### config.mk
export PLATFORM = sky130hd
export DESIGN_NAME = qpsk_despread
export DESIGN_NICKNAME = d
export VERILOG_FILES = /design/src/rtl/despread_pkg.sv /design/src/rtl/despread_out_buf.sv /design/src/rtl/qpsk_despread.sv
export SDC_FILE = /design/constraint.sdc
export NUM_CORES = 1
export LEC_CHECK = 0
export BUFFER_PORTS_ARGS = -buffer_cell sky130_fd_sc_hd__buf_4
export CORE_MARGIN = 4
export CORE_UTILIZATION = 50
export DETAILED_ROUTE_END_ITERATION = 12
export PLACE_DENSITY = 0.65
export SETUP_SLACK_MARGIN = 0.2
export SLEW_MARGIN = 20
export SYNTH_ARGS = -nofsm -noshare
export SYNTH_HDL_FRONTEND = slang
export SYNTH_SLANG_ARGS = --single-unit
### constraint.sdc
create_clock -name i_clk -period 7.9 [get_ports i_clk]
set_input_delay 0.79 -clock i_clk [delete_from_list [all_inputs] [get_ports i_clk]]
set_output_delay 0.79 -clock i_clk [all_outputs]
set_load 0.1 [all_outputs]
### src/rtl/despread_pkg.sv
// Shared constants and types for the QPSK despreader.
// Optional metric output is enabled with QPSK_DESPREAD_METRIC_EN.
package despread_pkg;

  localparam int DEF_SPREAD = 24;
  localparam logic [23:0] PN_CODE = 24'h5A3C96;
  localparam int ACC_W = 16 + $clog2(DEF_SPREAD);

  typedef enum logic {
    WAIT_SOF = 1'b0,
    RUN      = 1'b1
  } state_t;

endpackage

### src/rtl/despread_out_buf.sv
// Two-entry output FIFO; ready term lets a push ride a same-cycle pop.
// No configuration macros.
module despread_out_buf
  import despread_pkg::*;
#(
  parameter int W = 8
) (
  input  logic         clk,
  input  logic         rst_n,
  input  logic         push,
  input  logic [W-1:0] din,
  input  logic         ready_out,
  output logic [W-1:0] dout,
  output logic         valid,
  output logic         ready
);

  logic [W-1:0] mem [2];
  logic         wp;
  logic         rp;
  logic [1:0]   cnt;
  logic         empty;
  logic         full;
  logic         pop;

  always_comb begin
    empty = (cnt == 2'd0);
    full  = (cnt == 2'd2);
    valid = !empty;
    pop   = valid && ready_out;
    ready = !full || pop;
    dout  = mem[rp];
  end

  always_ff @(posedge clk or negedge rst_n) begin
    if (!rst_n) begin
      mem[0] <= '0;
      mem[1] <= '0;
      wp     <= 1'b0;
      rp     <= 1'b0;
      cnt    <= 2'd0;
    end else begin
      if (push) begin
        mem[wp] <= din;
        wp      <= ~wp;
      end
      if (pop)
        rp <= ~rp;
      unique case ({push, pop})
        2'b10:   cnt <= cnt + 2'd1;
        2'b01:   cnt <= cnt - 2'd1;
        default: cnt <= cnt;
      endcase
    end
  end

endmodule

### src/rtl/qpsk_despread.sv
// Chip-rate QPSK despreader: PN correlation, hard decision, byte packing.
// Define QPSK_DESPREAD_METRIC_EN to add o_metric/o_metric_valid.
module qpsk_despread
  import despread_pkg::*;
#(
  parameter int SPREAD          = DEF_SPREAD,
  parameter int SIZE_INPUT_BIT  = 32,
  parameter int SIZE_OUTPUT_BIT = 8
) (
  input  logic                       i_clk,
  input  logic                       i_reset,
  input  logic [SIZE_INPUT_BIT-1:0]  i_data,
  input  logic                       i_valid,
  input  logic                       i_sof,
  output logic                       o_ready,
  output logic [SIZE_OUTPUT_BIT-1:0] o_data,
  output logic                       o_valid,
  input  logic                       i_ready_output
`ifdef QPSK_DESPREAD_METRIC_EN
  ,
  output logic [16+$clog2(SPREAD):0] o_metric,
  output logic                       o_metric_valid
`endif
);

  localparam int CW = $clog2(SPREAD);
  localparam int AW = 16 + CW;
  localparam logic [CW-1:0] LAST = CW'(SPREAD - 1);

  state_t                 state;
  logic [CW-1:0]          chip;
  logic [1:0]             sym;
  logic [5:0]             bits;
  logic signed [AW-1:0]   acc_i;
  logic signed [AW-1:0]   acc_q;

  logic                   accept;
  logic                   start;
  logic                   active;
  logic                   last;
  logic                   pn;
  logic                   push;
  logic [CW-1:0]          chip_cur;
  logic [CW-1:0]          pn_idx;
  logic [1:0]             sym_cur;
  logic [15:0]            d_i;
  logic [15:0]            d_q;
  logic signed [AW-1:0]   s_i;
  logic signed [AW-1:0]   s_q;
  logic signed [AW-1:0]   base_i;
  logic signed [AW-1:0]   base_q;
  logic signed [AW-1:0]   sum_i;
  logic signed [AW-1:0]   sum_q;
  logic [7:0]             byte_nxt;

  always_comb begin
    accept   = i_valid && o_ready;
    start    = accept && i_sof;
    active   = accept && (state == RUN || i_sof);
    chip_cur = start ? '0 : chip;
    sym_cur  = start ? 2'd0 : sym;
    pn_idx   = LAST - chip_cur;
    pn       = PN_CODE[pn_idx];
    last     = (chip_cur == LAST);
    d_i      = i_data[SIZE_INPUT_BIT-1 -: 16];
    d_q      = i_data[15:0];
    s_i      = {{(AW-16){d_i[15]}}, d_i};
    s_q      = {{(AW-16){d_q[15]}}, d_q};
    base_i   = start ? '0 : acc_i;
    base_q   = start ? '0 : acc_q;
    sum_i    = pn ? base_i - s_i : base_i + s_i;
    sum_q    = pn ? base_q - s_q : base_q + s_q;
    byte_nxt = {bits, sum_i[AW-1], sum_q[AW-1]};
    push     = active && last && (sym_cur == 2'd3);
  end

  // A realigning sof restarts chip/symbol counting from this sample.
  always_ff @(posedge i_clk or negedge i_reset) begin
    if (!i_reset) begin
      state <= WAIT_SOF;
      chip  <= '0;
      sym   <= 2'd0;
      bits  <= '0;
      acc_i <= '0;
      acc_q <= '0;
    end else if (active) begin
      state <= RUN;
      if (last) begin
        chip  <= '0;
        sym   <= sym_cur + 2'd1;
        bits  <= {bits[3:0], sum_i[AW-1], sum_q[AW-1]};
        acc_i <= '0;
        acc_q <= '0;
      end else begin
        chip  <= chip_cur + 1'b1;
        sym   <= sym_cur;
        acc_i <= sum_i;
        acc_q <= sum_q;
      end
    end
  end

`ifdef QPSK_DESPREAD_METRIC_EN
  logic [AW-1:0] mag_i;
  logic [AW-1:0] mag_q;

  always_comb begin
    mag_i = sum_i[AW-1] ? -sum_i : sum_i;
    mag_q = sum_q[AW-1] ? -sum_q : sum_q;
  end

  always_ff @(posedge i_clk or negedge i_reset) begin
    if (!i_reset) begin
      o_metric       <= '0;
      o_metric_valid <= 1'b0;
    end else begin
      o_metric_valid <= active && last;
      if (active && last)
        o_metric <= {1'b0, mag_i} + {1'b0, mag_q};
    end
  end
`endif

  despread_out_buf #(
    .W(SIZE_OUTPUT_BIT)
  ) u_buf (
    .clk       (i_clk),
    .rst_n     (i_reset),
    .push      (push),
    .din       (byte_nxt),
    .ready_out (i_ready_output),
    .dout      (o_data),
    .valid     (o_valid),
    .ready     (o_ready)
  );

endmodule

==> results.cfg, run 1 <==
[logic_synthesis]
synth_sequential_area_ratio = 0.3089
postSynthAreaPerCell_um2 = 8.885
synth_warnings = 0
synthFlopType = dfrtp_1
xor_xnor_portion_of_the_synthesized_cell_area = 0.09713
post_synth_inst_count = 693
async_flop_share = 1.000
synth_compound_gate_area_share = 0.1955
syn_nets = 778
synth-edff-count = 0
post_synthesis_share_of_cell_area_spent_on_full_adders_half_adders_and_majority_gates = 0.09998
synth-simple-area-share = 0.1916
synth_area_um2 = 6157
main_combinational_cell_family_by_area_after_synthesis = compound AO/OA/AOI/OAI gates
ys_seq_elements = 76
post_synth_num_cell_types = 71
yosys-mux-area-fraction = 0.07133

[clocking]
post_cts_setup_driven_buffer_insertion_count = 0
cts_inserted_buffers = 9
cts_repair_resized_insts = 0
cts.sinks = 76
worstSkewPairLatency_ns = 0.34
cts.clk_slew.worst_paths_ns = 0.06
clock-root-buffer = clkbuf_16
ctsLongestPathBuffers = 2
htreeDepth = 3
post_cts_hold_buffer_count = 0
cts_tree = yes

[timing]
layout_min_cycle_time_ns = 5.954
grt_setup_unrepaired = no
finalHoldViolations = 0
fin_setup_tns_ns = 0
timing.clock.skew_ns = 0.006222
max_freq_mhz = 167.9
final_worst_path_cycle_share = 0.7537
worst_slew_margin_rel = 0.4416
worst_slew_pin_slew_ns = 0.8300
drv_slew = 0
timing.hold.ws_ns = 0.3946
setup_viol = 0

[drt]
num_vias = 5078
wl_um = 14530
detail_route.first_pass.iterations = 5
drc_errors = 0
antenna_violating_nets_post_route = 0
wire_length_per_cell_after_detailed_routing_um = 16.47
initial_detailed_routing_violation_count = 278
average_via_count_per_standard_cell = 5.757

[final_layout]
regArea_um2 = 1902
diodes = 0
area_growth_pct = 12.96
fillers = 1095
layout.nets = 815
fraction_of_final_layout_cells_sized_beyond_drive_strength_1 = 0.1565
combined_area_of_the_multi_input_logic_cells_um2 = 4048

[floorplanning]
die-area_um2 = 14150
die_w_um = 119.0
floorplan.initialDensity = 0.5126
core_um2 = 12010
floorplan.io_pins = 47
chipHeight_um = 119.0
fp-row-count = 40

[critical_path]
cp_slowest_cell = buf_4
critical_path.max_fanout = 47
setup.reg_to_reg.worst_slack_ns = 2.05
worst_setup_path_end_kind = flip-flop
cpMostUsedCell = buf_4
path_buf_inv = 3
timing.critical_path.arrival_ns = 6.18
path_class = in -> reg
startpoint_type = primary input
worstPathRequired_ns = 8.13
crit-reg2reg-launch = u_buf.cnt[0]
critical_path.top_delay_family = compound AO/OA/AOI/OAI gates
cp_slowest_stage_delay_ns = 0.47
worst_r2r_path_depth = 19
worst_path_cell_trace = buf_4 -> or3b_1 -> nand3_1 -> buf_4 -> and2_1 -> ha_1 -> nor2_1 -> o21ai_4 -> nand2_1 -> buf_4 -> a21oi_1 -> xnor2_1 -> ha_1 -> a21oi_1 -> o21ai_0 -> a221oi_1 -> a31oi_1 -> a31oi_1 -> xnor3_1 -> mux2_2
critical_path.reg2reg.endpoint = u_buf.mem[8]

[power_and_ir_drop]
peakVddDrop_mv = 0.2560
internal_power_uw = 1768
p_seq_frac = 0.177
power_switching_share = 0.4512
power.share.clock = 0.132
power.static_leakage_uw = 0.003255
p_switching_uw = 1454
power.density_nw_per_um2 = 463.2
p_comb_frac = 0.691

[placement]
hpwlAfterDp_um = 10490
gpl.final_weighted_congestion = 0.8811
placement.io_buffers = 46

[global_routing]
grt_util_all_layers = 0.2126
wire_length_of_the_first_global_routing_pass_um = 24520
grt_antenna_before_repair = 0
vias_in_the_first_global_route = 5037
pin_count_of_the_biggest_net_entering_global_routing = 77
grt_remaining_overflow = 0

[outcome]
status = complete, no violations

[job]
max_cap_viol_count = 0

[worst_hold_path]
worst_hold_path_type = in -> async
## Yosys cell counts, drive strengths merged, types with 5 or more instances
| cell type | instances | share of area |
|---|---|---|
| xor2 | 24 | 0.034 |
| or3 | 6 | 0.0061 |
| inv | 27 | 0.016 |
| buf | 5 | 0.0057 |
| nand2b | 6 | 0.0061 |
| o31ai | 6 | 0.0081 |
| xnor2 | 39 | 0.055 |
| nand3 | 18 | 0.015 |
| a211oi | 6 | 0.0073 |
| a21o | 9 | 0.011 |
| nor2 | 42 | 0.026 |
| a31oi | 7 | 0.0071 |
| o21ai | 48 | 0.041 |
| mux2i | 9 | 0.015 |
| ha | 46 | 0.093 |
| a32o | 5 | 0.0081 |
| dfrtp | 76 | 0.31 |
| o21a | 11 | 0.013 |
| a22o | 10 | 0.014 |
| and2 | 48 | 0.050 |
| mux2 | 31 | 0.057 |
| nor3 | 19 | 0.016 |
| nor3b | 5 | 0.0061 |
| o21bai | 6 | 0.0073 |
| clkbuf | 22 | 0.013 |
| nand2 | 62 | 0.038 |
| a21oi | 43 | 0.035 |
## cell families (layout without fill, tap and decap cells)
group                      after synthesis  in the layout
buffers and inverters                   54             96
and+or+nand+nor                        229            229
AOI/OAI and AO/OA                      181            181
muxes                                   40             40
xor gates and xnor gates                65             65
DFF                                     76             76
adders and majority gates               48             48
## registers in the layout, summed over array words and instances (netlist names), 2 cells and up
name and count:
sym 2, bits 6, u_buf.cnt 2, u_buf.mem 16, acc_q 21, acc_i 21
chip 5
## worst max path at each step
| stage | startpoint | end | depth (start not counted) |
|---|---|---|---|
| floorplan | i_ready_output | u_buf.mem[9] | 20 |
| global placement | i_ready_output | u_buf.mem[8] | 20 |
| detailed placement | i_ready_output | u_buf.mem[8] | 20 |
| CTS | i_ready_output | u_buf.mem[8] | 20 |
| global route | i_ready_output | u_buf.mem[0] | 20 |
| finish | i_ready_output | u_buf.mem[8] | 20 |
## layout make-up
cell class                      instances  share of cell area
Tap cell                              147             0.02644
Clock buffer                           11             0.03490
Timing Repair Buffer                   53             0.06008
Clock inverter                          5            0.008635
Sequential cell                        76              0.2734
Multi-Input combinational cell        563              0.5819
Inverter                               27             0.01457
## per-layer routing
metal	track usage	up-vias	wire length (um)	share of wire
met2	0.3524	88	7049	0.49
met5	0	-	0	0
li1	-	2562	-	-
met1	0.2793	2409	6779	0.47
met3	0.04321	19	460	0.032
met4	0.06734	0	240	0.017
## power by group through the flow
| stage | registers [uW] | logic (uW) | clock network [uW] |
|---|---|---|---|
| after floorplan | 554 | 1800 | 0 |
| after global placement | 574 | 2140 | 0 |
| after detailed placement | 577 | 2200 | 0 |
| after CTS | 572 | 2220 | 435 |
| after global routing | 586 | 2500 | 455 |
| final | 571 | 2230 | 424 |
## per-stage QoR
step                worst slack (ns)  instance area [um^2]  utilization  power (uW)  instances
finish                         1.946                  6955       0.5791        3222        882
CTS                            1.965                  6928       0.5768        3228        881
floorplan                      1.878                  6157            -        2357        693
global placement               1.805                  6625       0.5516        2717        865
detailed placement             1.611                  6625       0.5516        2777        865
global route                   1.570                  6955       0.5791        3545        882
## worst register-to-register path, delay by kind of cell (launching register included)
family	cells	cell delay (ns)
and+or+nand+nor	5	1.57
xor gates and xnor gates	2	0.45
adders and majority gates	2	0.58
DFF	1	0.41
buffers and inverters	2	0.82
muxes	1	0.28
AOI/OAI and AO/OA	7	1.63
## layout by cell type (no fill, tap or decap), drive strengths merged, types with 28 or more instances in the layout
master / count
a21oi: 43
dfrtp: 76
and2: 48
inv: 28
nand2: 62
nor2: 42
o21ai: 48
xnor2: 39
mux2: 31
ha: 46
buf: 53
No activity file was read; power rests on OpenSTA's default activity.
==> inputs of run 2 (changes only) <==
--- a/config.mk
+++ b/config.mk
@@ -5,11 +5,12 @@
 export SDC_FILE = /design/constraint.sdc
 export NUM_CORES = 1
 export LEC_CHECK = 0
+export ABC_AREA = 1
 export BUFFER_PORTS_ARGS = -buffer_cell sky130_fd_sc_hd__buf_4
 export CORE_MARGIN = 4
 export CORE_UTILIZATION = 50
 export DETAILED_ROUTE_END_ITERATION = 12
-export PLACE_DENSITY = 0.65
+export PLACE_DENSITY = 0.68
 export SETUP_SLACK_MARGIN = 0.2
 export SLEW_MARGIN = 20
 export SYNTH_ARGS = -nofsm -noshare
==> constraint.sdc (replaced) <==
create_clock -name i_clk -period 4.8 [get_ports i_clk]
set_input_delay 0.48 -clock i_clk [delete_from_list [all_inputs] [get_ports i_clk]]
set_output_delay 0.48 -clock i_clk [all_outputs]
set_load 0.1 [all_outputs]
==> results.cfg, run 2 <==
[outcome]
status = complete, no violations

[drt]
route.met2.wl_um = 6185
met1Wirelength_um = 7734
route.met3.wl_um = 661
wl_um = 14740
initial_detailed_routing_violation_count = 390
wire_length_per_cell_after_detailed_routing_um = 13.12
detail_route.first_pass.iterations = 5
antenna_violating_nets_post_route = 0
drc_errors = 0
top_layer = met4
average_via_count_per_standard_cell = 5.074
num_vias = 5698

[timing]
final_worst_path_cycle_share = 0.8516
fin_setup_tns_ns = 0
setup_viol = 0
layout_min_cycle_time_ns = 4.088
worst_slew_pin_slew_ns = 1.096
max_freq_mhz = 244.6
worst_slew_margin_rel = 0.2686
drv_slew = 0
timing.clock.skew_ns = 0.005482
grt_setup_unrepaired = no
finalHoldViolations = 0

[clocking]
htreeDepth = 3
worstSkewPairLatency_ns = 0.35
cts_inserted_buffers = 9
cts_tree = yes
ctsLongestPathBuffers = 2
cts.sinks = 76
post_cts_hold_buffer_count = 0
post_cts_setup_driven_buffer_insertion_count = 0
cts.clk_slew.worst_paths_ns = 0.06
cts_repair_resized_insts = 0
clock-root-buffer = clkbuf_16

[logic_synthesis]
main_combinational_cell_family_by_area_after_synthesis = simple AND/OR/NAND/NOR gates
synth_area_leaders = dfrtp_1, nand2_1, ha_1, inv_1, o21ai_0
xor_xnor_portion_of_the_synthesized_cell_area = 0.06185
post_synth_num_cell_types = 41
synthMostInstantiatedCell = nand2_1
ys_top_cells_by_count = nand2_1, inv_1, dfrtp_1
synth_area_um2 = 6231
post_synthesis_share_of_cell_area_spent_on_full_adders_half_adders_and_majority_gates = 0.09880
post-synth-top-area-cell = dfrtp_1
ys_seq_elements = 76
yosys-mux-area-fraction = 0
synth_warnings = 0
synth-edff-count = 0
synthFlopType = dfrtp_1
synth-simple-area-share = 0.2910
async_flop_share = 1.000
synth_sequential_area_ratio = 0.3052
synthDominantCellAreaShare = 0.3052
syn_nets = 993
post_synth_inst_count = 908
postSynthAreaPerCell_um2 = 6.862
synth_compound_gate_area_share = 0.1558

[worst_hold_path]
worst_hold_path_type = in -> async

[floorplanning]
floorplan.io_pins = 47
core_um2 = 12110
die-area_um2 = 14310
die_w_um = 119.6
floorplan.initialDensity = 0.5145
chipHeight_um = 119.6
fp-row-count = 40

[critical_path]
worst_setup_path_end_kind = flip-flop
cp_slowest_cell = dfrtp_1
path_class = reg -> reg
worstPathRequired_ns = 5.03
startpoint_type = flip-flop
critical_path.top_delay_family = simple AND/OR/NAND/NOR gates
path_buf_inv = 5
cp_slowest_stage_delay_ns = 0.41
cpMostUsedCell = nand2_1
critical_path.max_fanout = 21
timing.critical_path.arrival_ns = 4.32

[final_layout]
post-route-util = 0.5809
mostFrequentLayoutCells = nand2_1, inv_1, dfrtp_1
regArea_um2 = 1902
fillers = 1248
area_growth_pct = 12.91
reg.largest.list = acc_i (21), acc_q (21), u_buf.mem (16)
most_common_cell_after_layout_fill_and_taps_aside = nand2_1
layout.nets = 1035
combined_area_of_the_multi_input_logic_cells_um2 = 3785
fraction_of_final_layout_cells_sized_beyond_drive_strength_1 = 0.1099
diodes = 0

[global_routing]
grt_antenna_before_repair = 0
grt_remaining_overflow = 0
pin_count_of_the_biggest_net_entering_global_routing = 77
vias_in_the_first_global_route = 5352
wire_length_of_the_first_global_routing_pass_um = 25500
grt_util_all_layers = 0.2160

[job]
max_cap_viol_count = 0

[placement]
hpwlAfterDp_um = 10860
placement.io_buffers = 46
gpl.final_weighted_congestion = 0.8656
## run 2: changes by cell type in the layout (fill, tap and decap cells not counted), moves of 9 or more
| cell | delta |
|---|---|
| nand2_1 | +214 |
| inv_1 | +85 |
| and2_1 | -46 |
| mux2_2 | -31 |
| o21ai_0 | +30 |
| nand3_1 | +29 |
| a21oi_1 | +27 |
| xnor2_1 | -26 |
| nand2_2 | +10 |
| mux2i_1 | -9 |
## run 2: cell families (layout without fill, tap and decap cells)
| kind of cell | count (synthesis) | in the layout |
|---|---|---|
| compound gates | 179 | 179 |
| xor+xnor | 44 | 44 |
| fa+ha+maj | 48 | 48 |
| buf+inv | 138 | 185 |
| flops | 76 | 76 |
| simple gates | 423 | 423 |
## run 2: cell type report
| class | count | share of cell area |
|---|---|---|
| Clock inverter | 6 | 0.01014 |
| Inverter | 118 | 0.06296 |
| Tap cell | 168 | 0.02988 |
| Timing Repair Buffer | 51 | 0.05620 |
| Sequential cell | 76 | 0.2703 |
| Multi-Input combinational cell | 694 | 0.5380 |
| Clock buffer | 10 | 0.03254 |
## run 2: worst paths after layout
| kind | startpoint | endpoint | slack (ns) | cells past startpoint |
|---|---|---|---|---|
| worst min register to register | u_buf.mem[9] | u_buf.mem[9] | 0.48 | 2 |
| worst max register to register | u_buf.cnt[0] | acc_q[13] | 0.71 | 26 |
| worst min-delay path | i_reset | acc_q[12] | 0.10 | 1 |
| max in group asynchronous | i_reset | acc_i[18] | 4.09 | 2 |
| min in group i_clk | i_data[0] | acc_q[0] | 0.46 | 3 |
| worst max-delay path | u_buf.cnt[0] | acc_q[13] | 0.71 | 26 |
## run 2: metrics by stage
step           setup slack [ns]  area (um^2)  cells  hold slack, ns
2_1_floorplan            0.3204         6231    908          0.1844
3_3_place_gp             0.6843         6715   1106          0.4639
3_5_place_dp             0.5839         6715   1106          0.4648
4_1_cts                  0.7236         7015   1122          0.3396
5_1_grt                  0.3166         7036   1123          0.1271
6_report                 0.7122         7036   1123          0.1005
## run 2: worst register-to-register path, stage by stage, from the launching register on
cell and delay [ns]:
dfrtp_1 0.41, inv_2 0.07, nand3_4 0.08, nand3_4 0.24
nand2_1 0.19, inv_2 0.06, ha_1 0.26, inv_1 0.03
nand2_1 0.05, nand2_1 0.04, inv_1 0.04, nand2_1 0.05
nand2_2 0.09, nand2_4 0.13, inv_2 0.27, nand2_1 0.11
xor2_1 0.15, ha_1 0.33, a21oi_1 0.23, o21ai_0 0.13
nand2_1 0.07, o211ai_1 0.12, a21oi_1 0.25, o21ai_0 0.14
or2_2 0.29, nand3_1 0.07, nand2_1 0.06
## run 2: metal layers
metal,vias up,track usage
li1,3032,-
met1,2533,0.3241
met2,122,0.3206
met3,11,0.03817
met4,0,0.05655
met5,-,0
Power of run 2 is not shown: default switching activity piles up to over one toggle a cycle in this logic, so the estimate is an artifact.
